**src/rtl/uart_rx_ovs.sv**
```systemverilog
// Oversampling UART receiver: 2-flop synchronizer, 3-sample majority vote, configurable
// frame format, parity/framing/break detection, FWFT receive FIFO.
module uart_rx_ovs #(
    parameter int unsigned CYCLES_PER_BIT = 8,
    parameter int unsigned PAYLOAD_BITS   = 8,
    parameter int unsigned PARITY_EN      = 0,
    parameter int unsigned PARITY_ODD     = 0,
    parameter int unsigned STOP_BITS      = 1,
    parameter int unsigned FIFO_DEPTH     = 4
) (
    input  logic                            clk,
    input  logic                            rst_n,
    input  logic                            uart_rxd,
    input  logic                            uart_rx_en,
    input  logic                            rd_ready,
    input  logic                            clr_err,
    output logic                            rd_valid,
    output logic [PAYLOAD_BITS-1:0]         rd_data,
    output logic                            rd_perr,
    output logic                            rd_ferr,
    output logic                            rx_break,
    output logic                            overrun,
    output logic [$clog2(FIFO_DEPTH):0]     fifo_level
);

    localparam int unsigned CNT_W = $clog2(CYCLES_PER_BIT);
    localparam int unsigned BIT_W = $clog2(PAYLOAD_BITS + 1);
    localparam int unsigned PTR_W = $clog2(FIFO_DEPTH);
    localparam int unsigned LVL_W = PTR_W + 1;

    localparam logic [CNT_W-1:0] HALF_CNT  = CNT_W'(CYCLES_PER_BIT / 2 - 1);
    localparam logic [CNT_W-1:0] LAST_CNT  = CNT_W'(CYCLES_PER_BIT - 1);
    localparam logic [BIT_W-1:0] LAST_DATA = BIT_W'(PAYLOAD_BITS - 1);
    localparam logic [BIT_W-1:0] LAST_STOP = BIT_W'(STOP_BITS - 1);
    localparam logic [LVL_W-1:0] FULL_LVL  = LVL_W'(FIFO_DEPTH);
    localparam logic             ODD_PAR   = 1'(PARITY_ODD);
    localparam logic             HAS_PAR   = (PARITY_EN != 0);

    typedef enum logic [2:0] {
        S_IDLE, S_START, S_DATA, S_PARITY, S_STOP, S_WAIT_HI
    } state_e;

    typedef struct packed {
        logic                    ferr;
        logic                    perr;
        logic [PAYLOAD_BITS-1:0] data;
    } entry_t;

    logic                    sync1_q, sync2_q;
    logic [2:0]              hist_q;
    logic                    voted_c;

    state_e                  state_q, state_d;
    logic [CNT_W-1:0]        cnt_q, cnt_d;
    logic [BIT_W-1:0]        bit_cnt_q, bit_cnt_d;
    logic [PAYLOAD_BITS-1:0] data_q, data_d;
    logic                    perr_q, perr_d;
    logic                    par_q, par_d;
    logic                    ferr_q, ferr_d;
    logic                    brk_q, brk_d;
    logic                    frame_done_c;
    logic                    rx_break_q;

    entry_t                  mem_q [FIFO_DEPTH];
    entry_t                  frame_c;
    entry_t                  head_c;
    logic [PTR_W-1:0]        wr_ptr_q, rd_ptr_q;
    logic [LVL_W-1:0]        level_q, level_d;
    logic                    overrun_q, overrun_d;
    logic                    full_c, push_c, pop_c, wr_c;

    // Synchronizer and vote history; disabled receiver parks them at the idle level
    always_ff @(posedge clk) begin
        if (!rst_n || !uart_rx_en) begin
            sync1_q <= 1'b1;
            sync2_q <= 1'b1;
            hist_q  <= 3'b111;
        end else begin
            sync1_q <= uart_rxd;
            sync2_q <= sync1_q;
            hist_q  <= {hist_q[1:0], sync2_q};
        end
    end

    assign voted_c = (hist_q[0] & hist_q[1]) | (hist_q[0] & hist_q[2]) | (hist_q[1] & hist_q[2]);

    always_ff @(posedge clk) begin
        if (!rst_n) begin
            state_q    <= S_IDLE;
            cnt_q      <= '0;
            bit_cnt_q  <= '0;
            data_q     <= '0;
            perr_q     <= 1'b0;
            par_q      <= 1'b0;
            ferr_q     <= 1'b0;
            brk_q      <= 1'b0;
            rx_break_q <= 1'b0;
        end else begin
            state_q    <= state_d;
            cnt_q      <= cnt_d;
            bit_cnt_q  <= bit_cnt_d;
            data_q     <= data_d;
            perr_q     <= perr_d;
            par_q      <= par_d;
            ferr_q     <= ferr_d;
            brk_q      <= brk_d;
            rx_break_q <= frame_done_c & brk_d;
        end
    end

    always_comb begin
        state_d      = state_q;
        cnt_d        = cnt_q + CNT_W'(1);
        bit_cnt_d    = bit_cnt_q;
        data_d       = data_q;
        perr_d       = perr_q;
        par_d        = par_q;
        ferr_d       = ferr_q;
        brk_d        = brk_q;
        frame_done_c = 1'b0;

        unique case (state_q)
            S_IDLE: begin
                cnt_d     = '0;
                bit_cnt_d = '0;
                perr_d    = 1'b0;
                par_d     = 1'b0;
                ferr_d    = 1'b0;
                brk_d     = 1'b0;
                if (!sync2_q) state_d = S_START;
            end
            // Half-bit check rejects glitches and re-aligns sampling to mid-bit
            S_START: begin
                if (cnt_q == HALF_CNT) begin
                    cnt_d   = '0;
                    state_d = voted_c ? S_IDLE : S_DATA;
                end
            end
            S_DATA: begin
                if (cnt_q == LAST_CNT) begin
                    cnt_d  = '0;
                    data_d = {voted_c, data_q[PAYLOAD_BITS-1:1]};
                    if (bit_cnt_q == LAST_DATA) begin
                        bit_cnt_d = '0;
                        state_d   = HAS_PAR ? S_PARITY : S_STOP;
                    end else begin
                        bit_cnt_d = bit_cnt_q + BIT_W'(1);
                    end
                end
            end
            S_PARITY: begin
                if (cnt_q == LAST_CNT) begin
                    cnt_d   = '0;
                    par_d   = voted_c;
                    perr_d  = (^data_q) ^ voted_c ^ ODD_PAR;
                    state_d = S_STOP;
                end
            end
            // Break is judged on the first stop sample; the frame completes on the last
            S_STOP: begin
                if (cnt_q == LAST_CNT) begin
                    cnt_d  = '0;
                    ferr_d = ferr_q | ~voted_c;
                    if (bit_cnt_q == '0) begin
                        brk_d = (data_q == '0) && !par_q && !voted_c;
                    end
                    if (bit_cnt_q == LAST_STOP) begin
                        frame_done_c = 1'b1;
                        bit_cnt_d    = '0;
                        state_d      = ferr_d ? S_WAIT_HI : S_IDLE;
                    end else begin
                        bit_cnt_d = bit_cnt_q + BIT_W'(1);
                    end
                end
            end
            S_WAIT_HI: begin
                cnt_d = '0;
                if (sync2_q) state_d = S_IDLE;
            end
            default: state_d = S_IDLE;
        endcase

        if (!uart_rx_en) begin
            state_d      = S_IDLE;
            cnt_d        = '0;
            frame_done_c = 1'b0;
        end
    end

    assign frame_c = '{ferr: ferr_d, perr: perr_q, data: data_q};

    // FIFO control: a push into a full FIFO only lands when a pop frees the slot
    assign full_c = (level_q == FULL_LVL);
    assign pop_c  = rd_valid & rd_ready;
    assign push_c = frame_done_c;
    assign wr_c   = push_c & (~full_c | pop_c);

    always_comb begin
        level_d = level_q;
        unique case ({wr_c, pop_c})
            2'b10:   level_d = level_q + LVL_W'(1);
            2'b01:   level_d = level_q - LVL_W'(1);
            default: level_d = level_q;
        endcase

        overrun_d = overrun_q;
        if (clr_err) overrun_d = 1'b0;
        if (push_c && full_c && !pop_c) overrun_d = 1'b1;
    end

    always_ff @(posedge clk) begin
        if (!rst_n) begin
            for (int i = 0; i < int'(FIFO_DEPTH); i++) mem_q[i] <= '0;
            wr_ptr_q  <= '0;
            rd_ptr_q  <= '0;
            level_q   <= '0;
            overrun_q <= 1'b0;
        end else begin
            if (wr_c) begin
                mem_q[wr_ptr_q] <= frame_c;
                wr_ptr_q        <= wr_ptr_q + PTR_W'(1);
            end
            if (pop_c) rd_ptr_q <= rd_ptr_q + PTR_W'(1);
            level_q   <= level_d;
            overrun_q <= overrun_d;
        end
    end

    assign head_c     = mem_q[rd_ptr_q];
    assign rd_valid   = (level_q != '0);
    assign rd_data    = head_c.data;
    assign rd_perr    = head_c.perr;
    assign rd_ferr    = head_c.ferr;
    assign rx_break   = rx_break_q;
    assign overrun    = overrun_q;
    assign fifo_level = level_q;

endmodule

```
**config.mk**
```make
export PLATFORM = sky130hd
export DESIGN_NAME = uart_rx_ovs
export DESIGN_NICKNAME = d
export VERILOG_FILES = /design/src/rtl/uart_rx_ovs.sv
export SDC_FILE = /design/constraint.sdc
export NUM_CORES = 1
export LEC_CHECK = 0
export BUFFER_PORTS_ARGS = -buffer_cell sky130_fd_sc_hd__buf_2
export CAP_MARGIN = 5
export CORE_ASPECT_RATIO = 1.2
export CORE_MARGIN = 1
export CORE_UTILIZATION = 50
export DETAILED_ROUTE_END_ITERATION = 12
export PLACE_DENSITY = 0.77
export SLEW_MARGIN = 15
export SYNTH_ARGS = -nofsm -noshare
export SYNTH_HDL_FRONTEND = slang
export SYNTH_SLANG_ARGS = --single-unit
```
**constraint.sdc**
```tcl
create_clock -name clk -period 3 [get_ports clk]
set_input_delay 0.15 -clock clk [delete_from_list [all_inputs] [get_ports clk]]
set_output_delay 0.15 -clock clk [all_outputs]
set_load 0.01 [all_outputs]
```
==> summary.txt <==
Status
  – Outcome: finished clean

Floorplan
  – CORE AREA: 0.00694 mm²
  – Row Count: 33
  – Chip Width: 79.7 µm
  – Io pins: 22
  – Die area: 0.00759 mm²
  – Die Ht: around 95 µm
  – Starting Density: 52.2%

Synthesis
  – Synth Flop Type: edfxtp_1
  – Cell variety after synth: 56
  – Post-synthesis mux area share: 7.18%
  – Yosys synthesis warning count: 0
  – Post-Syn Instances: 326
  – Simple-Gate Fraction of Synth Area: 22.1%
  – Ys async rst share: 0%
  – Syn Area/Cell: 11.1 µm²
  – Xor and xnor fraction of the mapped netlist area: 2.18%
  – EDFF count, synth: 40
  – Seq/Total Area, Yosys: 53.6%
  – Post-Syn Area: 0.00362 mm²
  – Synth Area in Compound Gates: 6.32%
  – Synthesized flop and latch total: slightly below 80
  – Largest family of logic cells by synthesized area: simple AND/OR/NAND/NOR gates
  – Syn Nets: ~340
  – Post-Synth Adder-Cell Area: under 10%

STA
  – Worst Tran Pin Value: between 600 and 700 ps
  – RSZ-0062 raised after global routing: no
  – Setup Skew: 6.33 ps
  – Rel. slew slack: a little under three fifths
  – Fin. Hold Viols: 0
  – Worst setup margin: 407 ps
  – Endpoints failing setup: 0
  – Crit path time final: 2590 ps
  – Final period utilization: 86.4%
  – Fmax: 0.386 GHz
  – Final Max Slew Viols: 0
  – TNS Setup: 0 ps

Hold path
  – Hold_sp: clr_err
  – Hold Crit Endpoint: overrun
  – Hold Path Class: input port to flip-flop
  – WHS Path Cells: 3

Worst setup path
  – Crit. End Element: flip-flop
  – FF-to-FF setup slack: 410 ps
  – RR Startpoint: cnt_q[0]
  – Reg2reg path depth: 6
  – Reg2reg end: mem_q[0][3]
  – Type of the worst setup path: flip-flop to flip-flop
  – Nature of the critical path startpoint: flip-flop
  – Crit path max fanout: 11
  – Worst EP arrival: 2590 ps
  – CP required: roughly 3000 ps

Global route
  – GRT Total Usage: 18.1%
  – First-pass GRT wire length: 10.1 mm
  – Grt ovf: 0
  – Initial antenna violation count: 0
  – Number of global-route vias before repair: 2,113
  – Largest net degree at the start of global routing: 33

Clock tree
  – CTS tree: yes
  – Clock Latency Late Sink: 340 ps
  – Setup bufs post-CTS: 0
  – # resized after CTS: 0
  – CTS root buf: clkbuf_8
  – CTS buffer count: 9
  – H-tree levels: 3
  – CTS clk-pin slew, worst paths: 80 ps
  – Clock sinks: 77
  – Clock Path Buffers: 2
  – Hold Buf Count CTS: 1

Pwr
  – Total power: around 2.3 mW
  – Worst VDD drop: 290 µV
  – P_leak: 1.45 nW
  – PD cells: 576 mW/mm²

Run
  – Max-cap violations: 0

Placement
  – RePlAce Congestion: just over 0.8
  – Dpl ws: ~390 ps
  – DPL Wire Length: 4.46 mm
  – Placed insts: 422
  – Port bufs: 21

Route
  – Avg Vias per Cell: 5.23
  – DR WL/cell: 13.8 µm
  – Final wirelength: between 6 and 7 mm
  – WL met3: 142 µm
  – Detailed Routing Iterations Pass 1: 4
  – DRT antenna net count: 0
  – DR top layer: met4
  – Via count: 2,297
  – DRT met1 WL: 2.62 mm
  – DR WL met2: 3.16 mm
  – Initial detailed-routing violation count: 147
  – DRC: 0

Finish
  – Area growth, synth to finish: 11.2%
  – Ant diodes: 0
  – Layout net count: 364
  – Share of cells above drive strength 1: 18.5%
  – Post-Layout Cell Count: 439
layout by cell type, fill, tap and decap left out, types with 3 or more instances in the layout:
master / netlist / routed
a21boi_0: 10 / 10
a21oi_1: 4 / 4
a31oi_1: 3 / 3
and2_1: 28 / 28
buf_2: 4 / 21
buf_4: 1 / 5
clkbuf_8: 0 / 10
clkinv_4: 0 / 3
dfxtp_1: 37 / 37
edfxtp_1: 40 / 40
ha_1: 10 / 10
inv_1: 17 / 17
mux4_2: 10 / 10
nand2_1: 36 / 36
nand2b_1: 8 / 8
nand3_1: 9 / 9
nand3b_1: 5 / 5
nor2_1: 25 / 25
nor2b_1: 8 / 8
nor3b_1: 3 / 3
o21ai_0: 8 / 8
or3_1: 3 / 3
xnor2_1: 7 / 7
report_power, final:
part           switching (mW)  total [mW]  internal [mW]
Sequential             0.0588        1.21           1.15
Combinational           0.121       0.295          0.174
Clock                   0.382       0.813          0.431
Total                   0.562        2.32           1.76
routing by layer:
metal / vias up / track usage, %
li1: 1169 / -
met1: 1087 / 21.4
met2: 32 / 30.6
met3: 9 / 4.31
met4: 0 / 9.09
met5: - / 0
cell families after synthesis:
logic type | count (synthesis)
AND/OR/NAND/NOR | 145
flip-flops | 77
buffers and inverters | 35
AO/OA/AOI/OAI | 34
multiplexers | 13
adder cells (fa/ha/maj) | 13
XOR/XNOR | 9
synth_stat cells, types with 2 or more instances:
cell type / number / share of area (%)
a21boi_0: 10 / 2.1
a21oi_1: 4 / 0.55
a31oi_1: 3 / 0.52
and2_1: 28 / 4.8
and3_1: 2 / 0.35
buf_2: 4 / 0.55
clkbuf_1: 10 / 1.0
dfxtp_1: 37 / 20
edfxtp_1: 40 / 33
ha_1: 10 / 3.5
inv_1: 17 / 1.8
mux2i_1: 2 / 0.55
mux4_2: 10 / 6.2
nand2_1: 36 / 3.7
nand2b_1: 8 / 1.4
nand3_1: 9 / 1.2
nand3b_1: 5 / 1.0
nand4_1: 2 / 0.35
nor2_1: 25 / 2.6
nor2b_1: 8 / 1.4
nor3_1: 2 / 0.28
nor3b_1: 3 / 0.62
o21ai_0: 8 / 1.1
or3_1: 3 / 0.52
or3b_2: 2 / 0.48
xnor2_1: 7 / 1.7
xor2_1: 2 / 0.48
cell type report:
class                   count  area [µm²]
fillers                   573        2910
flip-flops and latches     77        1940
multi-input cells         214        1530
clock buffers              12         188
repair buffers             27         153
well taps                  87         109
inverters                  18        67.6
clock inverters             4        35.0
metrics by stage:
stage          hold slack (ps)  utilization (%)  instance area [µm²]
6_report                   122             58.1                 4030
5_1_grt                    107             58.1                 4030
4_1_cts                    105             58.1                 4030
3_5_place_dp               335             54.7                 3790
3_3_place_gp               332             54.7                 3790
2_1_floorplan              251                -                 3620
worst max-delay path by stage:
stage | from | end | slack, ps
after floorplan | cnt_q[0] | mem_q[0][0] | 740
after global placement | cnt_q[0] | mem_q[0][3] | 480
after detailed placement | cnt_q[0] | mem_q[0][5] | 390
after CTS | cnt_q[0] | mem_q[0][4] | 380
after global routing | cnt_q[0] | mem_q[0][4] | 180
final | cnt_q[0] | mem_q[0][3] | 410
worst max-delay path, stage by stage, from the launching register on:
cell	delay, ps
dfxtp_1	340
ha_1	190
ha_1	350
and4bb_2	300
nand4_1	160
or3_1	520
nand2_1	390
sequential cells by signal, indices dropped and copies added (netlist names), named ones only:
name	count
sync1_q	1
data_q	8
rx_break	1
state_q	3
par_q	1
cnt_q	3
wr_ptr_q	2
rd_ptr_q	2
overrun	1
fifo_level	3
sync2_q	1
perr_q	1
bit_cnt_q	4
mem_q	40
ferr_q	1
hist_q	3
Power figures use the tool's default switching activity.
